--- config.mk ---
export PLATFORM = sky130hd
export DESIGN_NAME = multdiv_issue_flat
export DESIGN_NICKNAME = d
export VERILOG_FILES = /design/src/rtl/multdiv_issue_if.sv /design/src/rtl/multdiv_issue.sv /design/src/flat_wrapper.sv
export SDC_FILE = /design/constraint.sdc
export NUM_CORES = 1
export LEC_CHECK = 0
export ABC_AREA = 1
export CORE_MARGIN = 3
export CORE_UTILIZATION = 44
export DETAILED_ROUTE_END_ITERATION = 10
export GPL_TIMING_DRIVEN = 0
export PLACE_DENSITY = 0.91
export SYNTH_ARGS = -nofsm -noshare
export SYNTH_HDL_FRONTEND = slang
export SYNTH_SLANG_ARGS = --single-unit
--- constraint.sdc ---
create_clock -name clock -period 1.65 [get_ports clock]
set_input_delay 0.2475 -clock clock [delete_from_list [all_inputs] [get_ports clock]]
set_output_delay 0.2475 -clock clock [all_outputs]
set_load 0.02 [all_outputs]
--- src/rtl/multdiv_issue_if.sv ---
// Pipeline-side and unit-side signals of the multiply/divide issue block.
// slave is the issue block itself; master is whoever drives it (pipeline + unit).
interface multdiv_issue_if;
  logic        req_valid;
  logic        req_is_mult;
  logic        req_is_div;
  logic [31:0] req_a;
  logic [31:0] req_b;
  logic [4:0]  req_rd;
  logic        flush;
  logic [31:0] md_operandA;
  logic [31:0] md_operandB;
  logic        md_ctrl_MULT;
  logic        md_ctrl_DIV;
  logic [31:0] md_result;
  logic        md_exception;
  logic        md_resultRDY;
  logic        stall;
  logic        wb_valid;
  logic [4:0]  wb_rd;
  logic [31:0] wb_data;

  modport slave (
    input  req_valid, req_is_mult, req_is_div, req_a, req_b, req_rd, flush,
    input  md_result, md_exception, md_resultRDY,
    output md_operandA, md_operandB, md_ctrl_MULT, md_ctrl_DIV,
    output stall, wb_valid, wb_rd, wb_data
  );

  modport master (
    output req_valid, req_is_mult, req_is_div, req_a, req_b, req_rd, flush,
    output md_result, md_exception, md_resultRDY,
    input  md_operandA, md_operandB, md_ctrl_MULT, md_ctrl_DIV,
    input  stall, wb_valid, wb_rd, wb_data
  );
endinterface

--- src/rtl/multdiv_issue.sv ---
// Issues one mult/div to the multi-cycle unit, stalls until result or watchdog,
// then emits a single writeback beat (redirected to r30 on exception/timeout).
//
// state | meaning
// IDLE  | waiting for a mult/div from execute
// START | one-cycle start pulse to the unit
// WAIT  | polling md_resultRDY, watchdog counting
// DONE  | single writeback beat, pipeline released
module multdiv_issue #(
  parameter int unsigned TIMEOUT = 40
) (
  input  logic            clock,
  input  logic            resetn,
  multdiv_issue_if.slave  bus
);

  typedef enum logic [1:0] {IDLE, START, WAIT, DONE} state_t;

  localparam logic [5:0] CNT_LAST = 6'(TIMEOUT - 1);
  localparam logic [4:0] RSTATUS  = 5'd30;

  state_t      state, state_nxt;
  logic        accept;
  logic [5:0]  cnt;
  logic        op_div;
  logic [4:0]  rd_q;
  logic [31:0] opa_q, opb_q;
  logic [31:0] res_q;
  logic        exc_q, tmo_q;
  logic        wb_write;

  assign accept   = bus.req_valid & (bus.req_is_mult | bus.req_is_div) & ~bus.flush;
  assign wb_write = (rd_q != 5'd0) | exc_q | tmo_q;

  assign bus.md_operandA = opa_q;
  assign bus.md_operandB = opb_q;

  always_ff @(posedge clock or negedge resetn) begin
    if (!resetn) state <= IDLE;
    else         state <= state_nxt;
  end

  always_comb begin
    state_nxt = state;
    if (bus.flush) begin
      state_nxt = IDLE;
    end else begin
      case (state)
        IDLE:    if (accept) state_nxt = START;
        START:   state_nxt = WAIT;
        WAIT:    if (bus.md_resultRDY || cnt == CNT_LAST) state_nxt = DONE;
        DONE:    state_nxt = IDLE;
        default: state_nxt = IDLE;
      endcase
    end
  end

  // Operands stay on the unit's inputs until the next acceptance.
  always_ff @(posedge clock or negedge resetn) begin
    if (!resetn) begin
      cnt    <= 6'd0;
      op_div <= 1'b0;
      rd_q   <= 5'd0;
      opa_q  <= 32'd0;
      opb_q  <= 32'd0;
      res_q  <= 32'd0;
      exc_q  <= 1'b0;
      tmo_q  <= 1'b0;
    end else begin
      case (state)
        IDLE: begin
          if (accept) begin
            opa_q  <= bus.req_a;
            opb_q  <= bus.req_b;
            rd_q   <= bus.req_rd;
            op_div <= bus.req_is_div;
          end
        end
        START: begin
          cnt   <= 6'd0;
          exc_q <= 1'b0;
          tmo_q <= 1'b0;
        end
        WAIT: begin
          cnt <= cnt + 6'd1;
          if (bus.md_resultRDY) begin
            res_q <= bus.md_result;
            exc_q <= bus.md_exception;
          end else if (cnt == CNT_LAST) begin
            tmo_q <= 1'b1;
          end
        end
        default: ;
      endcase
    end
  end

  always_comb begin
    bus.stall        = 1'b0;
    bus.md_ctrl_MULT = 1'b0;
    bus.md_ctrl_DIV  = 1'b0;
    bus.wb_valid     = 1'b0;
    bus.wb_rd        = 5'd0;
    bus.wb_data      = 32'd0;
    case (state)
      IDLE:  bus.stall = accept;
      START: begin
        bus.stall        = 1'b1;
        bus.md_ctrl_MULT = ~op_div & ~bus.flush;
        bus.md_ctrl_DIV  = op_div & ~bus.flush;
      end
      WAIT:  bus.stall = 1'b1;
      DONE: begin
        bus.wb_valid = wb_write & ~bus.flush;
        if (tmo_q) begin
          bus.wb_rd   = RSTATUS;
          bus.wb_data = 32'd6;
        end else if (exc_q) begin
          bus.wb_rd   = RSTATUS;
          bus.wb_data = op_div ? 32'd5 : 32'd4;
        end else begin
          bus.wb_rd   = rd_q;
          bus.wb_data = res_q;
        end
      end
      default: ;
    endcase
  end

endmodule

--- src/flat_wrapper.sv ---
// flat-port wrapper written by rule: the top's interface ports become plain ports
module multdiv_issue_flat 
#(
  parameter int unsigned TIMEOUT = 40
)
  (clock, resetn, bus_req_valid, bus_req_is_mult, bus_req_is_div, bus_req_a, bus_req_b, bus_req_rd, bus_flush, bus_md_result, bus_md_exception, bus_md_resultRDY, bus_md_operandA, bus_md_operandB, bus_md_ctrl_MULT, bus_md_ctrl_DIV, bus_stall, bus_wb_valid, bus_wb_rd, bus_wb_data);
  multdiv_issue_if bus_i ();
  input  logic clock;
  input  logic resetn;
  input wire logic [$bits(bus_i.req_valid)-1:0] bus_req_valid;
  input wire logic [$bits(bus_i.req_is_mult)-1:0] bus_req_is_mult;
  input wire logic [$bits(bus_i.req_is_div)-1:0] bus_req_is_div;
  input wire logic [$bits(bus_i.req_a)-1:0] bus_req_a;
  input wire logic [$bits(bus_i.req_b)-1:0] bus_req_b;
  input wire logic [$bits(bus_i.req_rd)-1:0] bus_req_rd;
  input wire logic [$bits(bus_i.flush)-1:0] bus_flush;
  input wire logic [$bits(bus_i.md_result)-1:0] bus_md_result;
  input wire logic [$bits(bus_i.md_exception)-1:0] bus_md_exception;
  input wire logic [$bits(bus_i.md_resultRDY)-1:0] bus_md_resultRDY;
  output wire logic [$bits(bus_i.md_operandA)-1:0] bus_md_operandA;
  output wire logic [$bits(bus_i.md_operandB)-1:0] bus_md_operandB;
  output wire logic [$bits(bus_i.md_ctrl_MULT)-1:0] bus_md_ctrl_MULT;
  output wire logic [$bits(bus_i.md_ctrl_DIV)-1:0] bus_md_ctrl_DIV;
  output wire logic [$bits(bus_i.stall)-1:0] bus_stall;
  output wire logic [$bits(bus_i.wb_valid)-1:0] bus_wb_valid;
  output wire logic [$bits(bus_i.wb_rd)-1:0] bus_wb_rd;
  output wire logic [$bits(bus_i.wb_data)-1:0] bus_wb_data;
  assign bus_i.req_valid = bus_req_valid;
  assign bus_i.req_is_mult = bus_req_is_mult;
  assign bus_i.req_is_div = bus_req_is_div;
  assign bus_i.req_a = bus_req_a;
  assign bus_i.req_b = bus_req_b;
  assign bus_i.req_rd = bus_req_rd;
  assign bus_i.flush = bus_flush;
  assign bus_i.md_result = bus_md_result;
  assign bus_i.md_exception = bus_md_exception;
  assign bus_i.md_resultRDY = bus_md_resultRDY;
  assign bus_md_operandA = bus_i.md_operandA;
  assign bus_md_operandB = bus_i.md_operandB;
  assign bus_md_ctrl_MULT = bus_i.md_ctrl_MULT;
  assign bus_md_ctrl_DIV = bus_i.md_ctrl_DIV;
  assign bus_stall = bus_i.stall;
  assign bus_wb_valid = bus_i.wb_valid;
  assign bus_wb_rd = bus_i.wb_rd;
  assign bus_wb_data = bus_i.wb_data;
  multdiv_issue #(.TIMEOUT(TIMEOUT)) u_core (.clock(clock), .resetn(resetn), .bus(bus_i));
endmodule
==> out/results.tsv <==
stage	metric	value	unit
status	status	finished, violations left	
status	violations in the final reports	negative setup slack	
final_layout	final core occ	0.763	
yosys	Ys Warns	0	
power	cell leakage power	0.00417	µW
floorplan	die width	116	µm
clock_tree	CTS tree	yes	
yosys	library cells used by synthesis	25	
worst_setup_path	Crit Path Class	flop to output pin	
sta	Clock Skew	0.0106	ns
detailed_routing	Post-Route WL	16100	µm
clock_tree	register clock-pin slew on the reported worst setup and hold paths	0.09	ns
clock_tree	clock buffer depth	2	
yosys	cell count after synthesis	570	
floorplan	core area	0.0116	mm²
detailed_routing	final antenna-violating net count	0	
grt	initial antenna violation count	1	
grt	vias in the first global route	4603	
worst_setup_path	CP peak stage delay	0.44	ns
placed_design	number of port buffers	213	
grt	global-route wire length before repair	22500	µm
worst_setup_path	R2R Path Start	u_core.state[0]	
floorplan	Initial Util	0.456	
yosys	#FFs+latches synth	112	
sta	Final Critical Period	2.01	ns
sta	final hold vios	0	
yosys	Compound-Gate Fraction of Synth Area	0.166	
yosys	most instantiated cells after synthesis	inv_1, dfrtp_1, nand2_1	
yosys	Post-Syn Area	0.00530	mm²
final_layout	Filler Cell Count	784	
sta	RSZ-0062 raised after global routing	true	
yosys	Synth area leaders	dfrtp_1, o21ai_2, inv_1, nand2_1, nand2_2	
grt	largest net degree at the start of global routing	61	
clock_tree	TritonCTS Buffers	9	
clock_tree	CTS Root Cell	clkbuf_16	
detailed_routing	DR iter-0 viols	262	
yosys	Primary FF master, synth	dfrtp_1	
grt	GR Util All Layers	0.213	
yosys	Post-synth EDFFs	0	
final_layout	Area growth syn-to-layout	67.3	%
floorplan	row count	39	
placed_design	dpl ws	-0.907	ns
worst_setup_path	CP Data Arrival Time	1.76	ns
yosys	post-synthesis sequential area ratio	0.529	
yosys	xor-xnor portion of the synthesized cell area	0	
final_layout	antenna diode count	0	
yosys	simple-gate share of the synthesized area	0.162	
worst_setup_path	CP Launch Type	flop	
worst_setup_path	R2R setup slack	-0.06	ns
worst_setup_path	CP most frequent cell	buf_4	
worst_setup_path	reg2reg end	u_core.bus.md_operandB[22]	
yosys	Avg Inst Size Synth	9.29	µm²
worst_setup_path	worst-path maximum fanout	3	
placed_design	gpl congestion	0.835	
sta	Final setup viols	111	
clock_tree	Clk Latency, worst-skew pair	0.33	ns
worst_setup_path	Slowest-stage cell, CP	dfrtp_1	
detailed_routing	DRC viols	0	
yosys	cell with the most instances after synthesis	inv_1	
sta	worst setup margin	-0.359	ns
worst_setup_path	critical-path cell list	inv_2 > buf_4 > buf_4 > buf_4 > ha_4 > inv_2 > nor3_2 > buf_4	
floorplan	io pins	214	
floorplan	die height	116	µm
final_layout	layout cell share with drive strength beyond 1	0.360	
detailed_routing	routed len/inst	16.5	µm
power	Worst VDD drop	944	µV
sta	fin. max-slew vios	0	
sta	crit share post-route	1.22	
floorplan	die area	0.0134	mm²
yosys	cell type with the largest total area after synthesis	dfrtp_1	
grt	GR Overflow Total	0	
run	Max Cap Viol	0	
yosys	Async S/R FF share, synth	1.00	
clock_tree	Sink Count	112	
power	Power, Total	14200	µW
worst_setup_path	worst reg2reg path depth	10	
detailed_routing	vias	4735	
detailed_routing	Via density	4.84	
yosys	Synth top area share	0.529	
worst_setup_path	Worst setup EP type	output pin	
clock_tree	Max H-tree Level	3	
worst_setup_path	Required @ worst endpoint	1.40	ns
yosys	Synthesized Nets	685	
yosys	largest family of logic cells by synthesized area	compound AO/OA/AOI/OAI gates	
power	PwrDens	1610	mW/mm²
sta	Worst-Margin Slew	0.505	ns
sta	FMAX	0.498	GHz
worst_hold_path	Hold Crit Class	input port to asynchronous set/reset pin	
detailed_routing	Pre-antenna DRT Iters	4	
yosys	fraction of synthesized area in multiplexers	0	
final_layout	Total Nets Final	945	
placed_design	Post-DP HPWL	10400	µm
sta	Slew HR	0.663	
yosys	post-synthesis share of cell area spent on full adders, half adders and majority gates	0.0142	
## sequential cells by signal, indices dropped and copies added (netlist names)
register / flops
u_core.bus.md_operandA: 32
u_core.state: 2
u_core.cnt: 6
u_core.tmo_q: 1
u_core.exc_q: 1
u_core.op_div: 1
u_core.res_q: 32
u_core.rd_q: 5
u_core.bus.md_operandB: 32
## cells by family after synthesis
group | count (synthesis)
compound gates | 119
fa+ha+maj | 6
flops | 112
buf+inv | 144
simple gates | 189
## worst max path at each step
stage                          startpoint               end  slack [ns]  cells after the start
after floorplan           u_core.state[0]         bus_stall       0.009                      7
after global placement             resetn  u_core.res_q[18]       -4.01                      1
after global routing      u_core.state[1]  bus_md_ctrl_MULT       -0.39                      8
final                     u_core.state[1]  bus_md_ctrl_MULT       -0.36                      8
after CTS                 u_core.state[0]   bus_wb_data[29]       -0.25                      7
after detailed placement        bus_flush         bus_stall       -0.91                      6
## per-stage QoR
step	TNS, ns	hold WS, ns	cells	cell area (µm²)
detailed placement	-36.92	0.240	927	7640
floorplan	0	-0.0481	570	5300
CTS	-8.02	0.438	956	8140
finish	-12.83	0.419	978	8860
global placement	-482.53	0.463	926	7610
global route	-19.65	0.455	978	8860
## power breakdown
group / internal (µW) / switching, µW / leakage (µW)
clock network: 1400 / 1050 / 0.000166
logic: 3290 / 3760 / 0.00261
registers: 3980 / 755 / 0.00139
## cell usage in the layout (no fill, tap or decap), types with 5 or more instances in the layout
| master | n |
|---|---|
| clkdlybuf4s50_1 | 171 |
| inv_1 | 111 |
| dfrtp_1 | 110 |
| nand2_1 | 79 |
| o21ai_2 | 72 |
| nand2_2 | 50 |
| buf_6 | 47 |
| nor2_4 | 33 |
| buf_4 | 29 |
| o21ai_0 | 26 |
| clkbuf_16 | 14 |
| nor2_1 | 13 |
| buf_12 | 8 |
| inv_2 | 6 |
| o21ai_1 | 6 |
| a21oi_4 | 5 |
| a21oi_1 | 5 |
| buf_2 | 5 |
| nand3_1 | 5 |
## area by class of cell
class / instances / area (µm²) / share of cell area
Clock buffer: 10 / 239 / 0.0270
Buffer: 25 / 323 / 0.0364
Tap cell: 143 / 179 / 0.0202
Clock inverter: 6 / 97.6 / 0.0110
Timing Repair Buffer: 249 / 2550 / 0.288
Sequential cell: 112 / 2810 / 0.317
Multi-Input combinational cell: 314 / 2210 / 0.250
Inverter: 119 / 454 / 0.0513
## metal layers
layer  part of all wire  GRT usage
met2               0.55      0.377
met1               0.37      0.263
met3              0.051     0.0470
met5            0.00056          0
met4              0.031     0.0596
## worst max-delay path, delay by kind of cell (launching register included)
family | cells | cell delay [ns]
and+or+nand+nor | 1 | 0.20
adders and majority gates | 1 | 0.13
buffers and inverters | 6 | 0.66
DFF | 1 | 0.44
## what timing repair did
action | in CTS | in global routing
endpoints found under the setup margin | 69 | 145
setup buffers | 12 | 19
endpoints found under the hold margin | 52 | 0
hold buffers | 1 | 0
pin swaps | 3 | 7
gates resized for setup | 256 | 134
gates cloned | 0 | 4
Note: power is estimated with default switching activity, not from simulation.
